[src/rtl/display_scan_bcd.sv]
// rtl/display_scan_bcd.sv - binary to 3-digit BCD (sequential double-dabble) with scanned digit output
//
// Purpose:
//   Converts the binary distance value valor into hundreds/tens/units BCD digits
//   with one double-dabble step per clock, then time-multiplexes the committed
//   digits toward a 7-segment decoder.
//
// Ports:
//   clk      in   1     system clock, rising edge
//   reset    in   1     synchronous, active-high reset
//   valor    in   IN_W  binary value to display
//   load     in   1     start strobe, honoured only while idle
//   busy     out  1     conversion in progress (CONV and UPD states)
//   done     out  1     one-cycle pulse once new digits are committed
//   over     out  1     last loaded valor exceeded 999
//   mostrar  out  2     digit select: 01 hundreds, 10 tens, 11 units
//   digito   out  4     BCD digit for the selected position
//
// Configuration macro:
//   DISPLAY_OVER_SAT_EN  when defined, an over-range value commits 9,9,9;
//                        otherwise the low three decimal digits are shown.

module display_scan_bcd #(
    parameter int IN_W = 10,
    parameter int DIV  = 50000
) (
    input  logic            clk,
    input  logic            reset,
    input  logic [IN_W-1:0] valor,
    input  logic            load,
    output logic            busy,
    output logic            done,
    output logic            over,
    output logic [1:0]      mostrar,
    output logic [3:0]      digito
);

    localparam int CNT_W  = (IN_W > 1) ? $clog2(IN_W) : 1;
    localparam int SCAN_W = $clog2(DIV);

    typedef enum logic [1:0] {
        IDLE = 2'd0,
        CONV = 2'd1,
        UPD  = 2'd2
    } state_t;

    state_t state;
    state_t state_next;

    logic [IN_W-1:0]   bin;
    logic [15:0]       bcd;       // thousands, hundreds, tens, units nibbles
    logic [15:0]       bcd_adj;
    logic [CNT_W-1:0]  bit_cnt;
    logic              last_bit;
    logic              valor_big;
    logic              commit;
    logic [3:0]        dig_h;
    logic [3:0]        dig_t;
    logic [3:0]        dig_u;
    logic [SCAN_W-1:0] scan_cnt;

    assign last_bit  = (bit_cnt == CNT_W'(IN_W - 1));
    assign valor_big = (32'(valor) > 32'd999);

    // State register
    always_ff @(posedge clk) begin
        if (reset) begin
            state <= IDLE;
        end else begin
            state <= state_next;
        end
    end

    // Next-state logic
    always_comb begin
        state_next = state;
        case (state)
            IDLE:    if (load) state_next = CONV;
            CONV:    if (last_bit) state_next = UPD;
            UPD:     state_next = IDLE;
            default: state_next = IDLE;
        endcase
    end

    // Output logic
    always_comb begin
        busy   = 1'b0;
        commit = 1'b0;
        case (state)
            CONV:    busy = 1'b1;
            UPD:     begin busy = 1'b1; commit = 1'b1; end
            default: begin busy = 1'b0; commit = 1'b0; end
        endcase
    end

    // Double-dabble correction: any nibble of 5 or more gets +3 before the shift
    always_comb begin
        bcd_adj = bcd;
        for (int i = 0; i < 4; i++) begin
            if (bcd[i*4 +: 4] >= 4'd5) begin
                bcd_adj[i*4 +: 4] = bcd[i*4 +: 4] + 4'd3;
            end
        end
    end

    // Conversion datapath and committed display registers
    always_ff @(posedge clk) begin
        if (reset) begin
            bin     <= '0;
            bcd     <= '0;
            bit_cnt <= '0;
            over    <= 1'b0;
            done    <= 1'b0;
            dig_h   <= 4'd0;
            dig_t   <= 4'd0;
            dig_u   <= 4'd0;
        end else begin
            // done is raised on the same edge the digits change, so it marks them valid
            done <= commit;
            case (state)
                IDLE: begin
                    if (load) begin
                        bin     <= valor;
                        bcd     <= '0;
                        bit_cnt <= '0;
                        over    <= valor_big;
                    end
                end
                CONV: begin
                    {bcd, bin} <= {bcd_adj[14:0], bin, 1'b0};
                    bit_cnt    <= bit_cnt + 1'b1;
                end
                UPD: begin
`ifdef DISPLAY_OVER_SAT_EN
                    if (over) begin
                        dig_h <= 4'd9;
                        dig_t <= 4'd9;
                        dig_u <= 4'd9;
                    end else begin
                        dig_h <= bcd[11:8];
                        dig_t <= bcd[7:4];
                        dig_u <= bcd[3:0];
                    end
`else
                    // thousands nibble bcd[15:12] is intentionally dropped
                    dig_h <= bcd[11:8];
                    dig_t <= bcd[7:4];
                    dig_u <= bcd[3:0];
`endif
                end
                default: ;
            endcase
        end
    end

    // Scan timing: independent of conversion, so a commit never shifts the phase
    always_ff @(posedge clk) begin
        if (reset) begin
            scan_cnt <= '0;
            mostrar  <= 2'b01;
        end else if (scan_cnt == SCAN_W'(DIV - 1)) begin
            scan_cnt <= '0;
            mostrar  <= (mostrar == 2'b11) ? 2'b01 : mostrar + 2'd1;
        end else begin
            scan_cnt <= scan_cnt + 1'b1;
        end
    end

    // Digit mux; 00 cannot occur but still decodes to a legal digit
    always_comb begin
        digito = 4'd0;
        case (mostrar)
            2'b01:   digito = dig_h;
            2'b10:   digito = dig_t;
            2'b11:   digito = dig_u;
            default: digito = 4'd0;
        endcase
    end

endmodule

[config.mk]
export PLATFORM = sky130hd
export DESIGN_NAME = display_scan_bcd
export DESIGN_NICKNAME = d
export VERILOG_FILES = /design/src/rtl/display_scan_bcd.sv
export SDC_FILE = /design/constraint.sdc
export NUM_CORES = 1
export LEC_CHECK = 0
export CAP_MARGIN = 20
export CORE_ASPECT_RATIO = 1.2
export CORE_UTILIZATION = 49
export DETAILED_ROUTE_END_ITERATION = 10
export PLACE_DENSITY_LB_ADDON = 0.1
export SYNTH_ARGS = -nofsm -noshare
export SYNTH_HDL_FRONTEND = slang
export SYNTH_SLANG_ARGS = --single-unit
[constraint.sdc]
create_clock -name clk -period 4.17 [get_ports clk]
set_input_delay 0.834 -clock clk [delete_from_list [all_inputs] [get_ports clk]]
set_output_delay 0.834 -clock clk [all_outputs]
set_load 0.1 [all_outputs]
; After elaboration in Yosys (flattened, before gate mapping)
; Cells that the tools add are included.
[op_classes]
n_lt_le_gt_ge = 5
reduce_logical = 7
muxes = 17
eq_ne = 9
n_addsub = 7
[ops]
columns = op, count
row1 = 16-bit case mux with 2 select lines, 1
row2 = 10-bit case mux with 2 select lines, 1
row3 = 16-bit by 1-bit adder with 16-bit output (second input constant), 1
row4 = 16-bit equality test (second input constant), 1
row5 = 4-bit by 3-bit greater-or-equal comparator with 1-bit output (second input constant), 4
row6 = 16-bit 2-to-1 mux, 1
row7 = 4-bit 2-to-1 mux, 4
row8 = 4-bit by 2-bit adder with 4-bit output (second input constant), 3
row9 = 4-bit case mux with 3 select lines, 1
row10 = 10-bit > comparator (second input constant), 1
row11 = 10-bit 2-to-1 mux, 1
row12 = 4-bit case mux with 2 select lines, 1
row13 = 2-bit equality test (second input constant), 3
row14 = 2-bit 2-to-1 mux, 3
row15 = 2-bit AND reduction, 3
row16 = 4-bit by 1-bit adder with 4-bit output (second input constant), 1
row17 = 2-bit by 1-bit equality test with 1-bit output (second input constant), 2
row18 = 4-bit equality test (second input constant), 1
row19 = 2-bit inequality test (second input constant), 2
row20 = 2-bit case mux with 2 select lines, 1
row21 = 2-bit OR reduction, 2
row22 = 3-bit by 2-bit adder with 3-bit output (second input constant), 1
row23 = 3-bit 2-to-1 mux, 1
row24 = 2-bit by 1-bit adder with 2-bit output (second input constant), 1
row25 = other kinds (3), 4
[totals]
in_bits = 13
register_bits = 64
elab_cells = 56
output_inout_bits = 9

; Longest topological paths before layout
[logic_depth]
word_depth = 3
depth_mapped = 8
ltp_nobuf = 6

; Least setup slack after synthesis
; No wires, ideal clock.
[synth_path]
kind = flip-flop to output port
startpoint = reg mostrar[0]
endpoint = out digito[0]
path_slack_ns = 0.636
t_required_ns = 3.336
path_buffers = 0
path_stages_with_launch = 4
arrival_ns = 2.700
cell_sequence = dfxtp_1 -> ha_1 -> a222oi_1 -> nor2_1
[synth_between]
elab_chain_cells = 2
elab_cells_between_ends = 4
cone_classes = eq/ne: 3 / mux: 1
[synth_rtl]
columns = item, line_no
row1 = "start, declared", 34  ; output logic [1:0] mostrar,
row2 = "start signal, assigned", 163  ; mostrar <= (mostrar == 2'b11) ? 2'b01 : mostrar + 2'd1;
row3 = 2-bit equality test / 2-bit by 1-bit equality test with 1-bit output (equally long branches), 172  ; case (mostrar)
row4 = 4-bit case mux with 3 select lines *, 172
row5 = "end, declared", 35  ; output logic [3:0] digito
; Every way passes the cells marked *; elsewhere a longest branch is shown, timed or not.

; Final worst setup path
[layout_path]
startpoint = reg mostrar[0]
endpoint = out digito[3]
; The elaborated chain is that of the path after synthesis.

==> reports/qor.txt <==
Outcome: complete, no violations
Synthesis-to-finish area growth: 15.1%
Chip Height: 85.7 um
Static Leak: 1.22 nW
Setup crit start kind: register
Required time worst endpoint: 3.34 ns
Ports: 22
Critical path class: reg2out
Via density: 5.45
Grt total ovfl: 0
CTS Sinks: 60
Flop pwr share: 48.8%
Min Tclk post-route: 3.30 ns
Register area share after synthesis: 42.0%
Met3 Use GR: 5.05%
Total power draw: 0.00124 W
Vias in the first global route: 2095
Rel. slew slack: 34.4%
Combinational fraction of design power: 9.2%
Number of synthesized flops with an enable pin: 0
Seq cells post-synth: 60
Fin Clk Skew: 0.00745 ns
Max-cap viol count: 0
CTS Root Buffer Type: clkbuf_8
Commonest non-fill, non-tap cell in the layout: nor2_1
# rows: 30
Post-Syn Area: 0.00286 mm2
Most frequent cells in the layout: nor2_1, dfxtp_1, mux2i_1
Pre-CTS setup slack: 1.15 ns
FMAX: 0.303 GHz
Primary FF master, synth: dfxtp_1
Clock slew at reported path FFs: 0.07 ns
DR vias: 2224
Total setup buffers inserted after CTS: 0
Area after DPL: 0.00310 mm2
DR DRC count: 0
Most used routing layer: met2
1st-iter DRT viols: 150
Post-CTS sizing: 0
CTS buffer count: 9
Setup crit end kind: output port
Core Box Area: 0.00563 mm2
GRT Util Overall: 19.7%
Internal: 0.000936 W
First-pass GRT wire length: 9.50 mm
Clk pwr share: 42.0%
Post-route clock period utilization: 79.2%
Die area: 0.00614 mm2
RSZ-0062 raised after global routing: false
Largest net degree at the start of global routing: 26
Initial antenna violation count: 0
Die X: 71.7 um
Setup TNS: 0 ns
Arrival @ worst endpoint: 2.47 ns
Endpoints failing setup: 0
# H-tree levels: 3
Final #Nets: 370
Met2 Usage GRT: 30.8%
Yosys cell types: 42
Mapped Nets: 351
CTS tree: yes
Final wirelength: 5.51 mm
Synthesized area per cell: 8.87 um2
Worst setup margin: 0.866 ns
Psw: 0.000300 W
Final ANT Viol Nets: 0
VDD IR max: 0.000209 V
First-pass iteration count of the detailed router: 4
CP max FO: 5
Met1 usage: 25.5%
Final instance area: 0.00329 mm2
Worst-Skew Late Latency: 0.34 ns
Synth async-reset ratio: 0%
Post-DP HPWL: 3.79 mm
Diodes inserted: 0
Share of cells above drive strength 1: 5.52%
Final hold violation count: 0
GPL Wtd Cong: 0.755
CTS Hold Bufs: 0
IO buf count: 21
Net Sw Frac: 24.3%
DR WL/cell: 13.5 um
CTS Buffer Depth: 2
Pwr/cell area: 375 mW/mm2
Synth Warn #: 0
Actual slew at the worst max-slew pin: 0.981 ns
Type of the worst min-delay path: reg2reg
Initial Util: 50.8%
Max-slew violation count: 0
Post-Synthesis Cells: 322
==> sequential cells by signal (all words and copies together), names as in the netlist, 2 cells and up <==
name	count
bin	10
scan_cnt	16
bcd	12
state	2
dig_h	4
dig_u	4
bit_cnt	4
mostrar	2
dig_t	4
==> kinds of logic (layout without fill, tap and decap cells) <==
| group | after synthesis | in the layout | share of synthesized area [%] |
|---|---|---|---|
| XOR/XNOR | 18 | 18 | 5.52 |
| multiplexers | 23 | 23 | 8.10 |
| adder cells (fa/ha/maj) | 16 | 16 | 7.01 |
| flip-flops | 60 | 60 | 42.0 |
| AND/OR/NAND/NOR | 122 | 122 | 21.1 |
| AO/OA/AOI/OAI | 51 | 51 | 11.8 |
| buffers and inverters | 32 | 54 | 4.42 |
==> synthesized netlist by cell type, types with 8 or more instances <==
master / count / area (um2)
a21oi_1: 15 / 75.1
clkbuf_1: 9 / 33.8
dfxtp_1: 60 / 1200
ha_1: 16 / 200
inv_1: 17 / 63.8
mux2i_1: 22 / 220
nand2_1: 9 / 33.8
nand2b_1: 8 / 50.1
nor2_1: 61 / 229
nor3_1: 11 / 55.1
o21ai_0: 8 / 40.0
xnor2_1: 14 / 123
==> power groups by stage <==
stage	registers [W]	logic, W	clock network, W
global route	0.000605	0.000128	0.000549
detailed placement	0.000615	0.000114	0
finish	0.000603	0.000114	0.000519
global placement	0.000615	0.000113	0
CTS	0.000603	0.000114	0.000524
floorplan	0.000613	0.0000849	0
==> final timing paths <==
path | slack [ns] | from | endpoint | cells past startpoint
max | 0.87 | mostrar[0] | digito[3] | 5
min reg2reg | 0.47 | scan_cnt[0] | scan_cnt[0] | 1
min | 0.47 | scan_cnt[0] | scan_cnt[0] | 1
max reg2reg | 1.67 | state[0] | bcd[2] | 6
==> metrics by stage <==
step           hold slack (ns)  utilization (%)  instances
6_report                 0.466             58.4        408
2_1_floorplan            0.430                -        322
4_1_cts                  0.473             58.4        408
5_1_grt                  0.499             58.4        408
3_5_place_dp             0.459             55.1        394
3_3_place_gp             0.450             55.1        394
==> area by class of cell <==
class	instances	area, um2
well taps	64	80.1
clock buffers	12	155
clock inverters	2	35.0
multi-input cells	230	1530
repair buffers	23	225
flip-flops and latches	60	1200
fillers	502	2340
inverters	17	63.8
==> worst max-delay path: stages (launching register included) <==
cell             delay [ns]
dfxtp_1                0.40
inv_1                  0.08
ha_1                   0.24
a222oi_1               0.34
nor2_1                 0.09
clkdlybuf4s50_1        0.97
==> metal layers <==
metal / share of wire [%] / vias to the layer above
li1: - / 1167
met1: 48 / 1010
met2: 46 / 38
met3: 3.4 / 9
met4: 2.1 / 0
met5: 0 / -
Note: power is estimated with default switching activity, not from simulation.
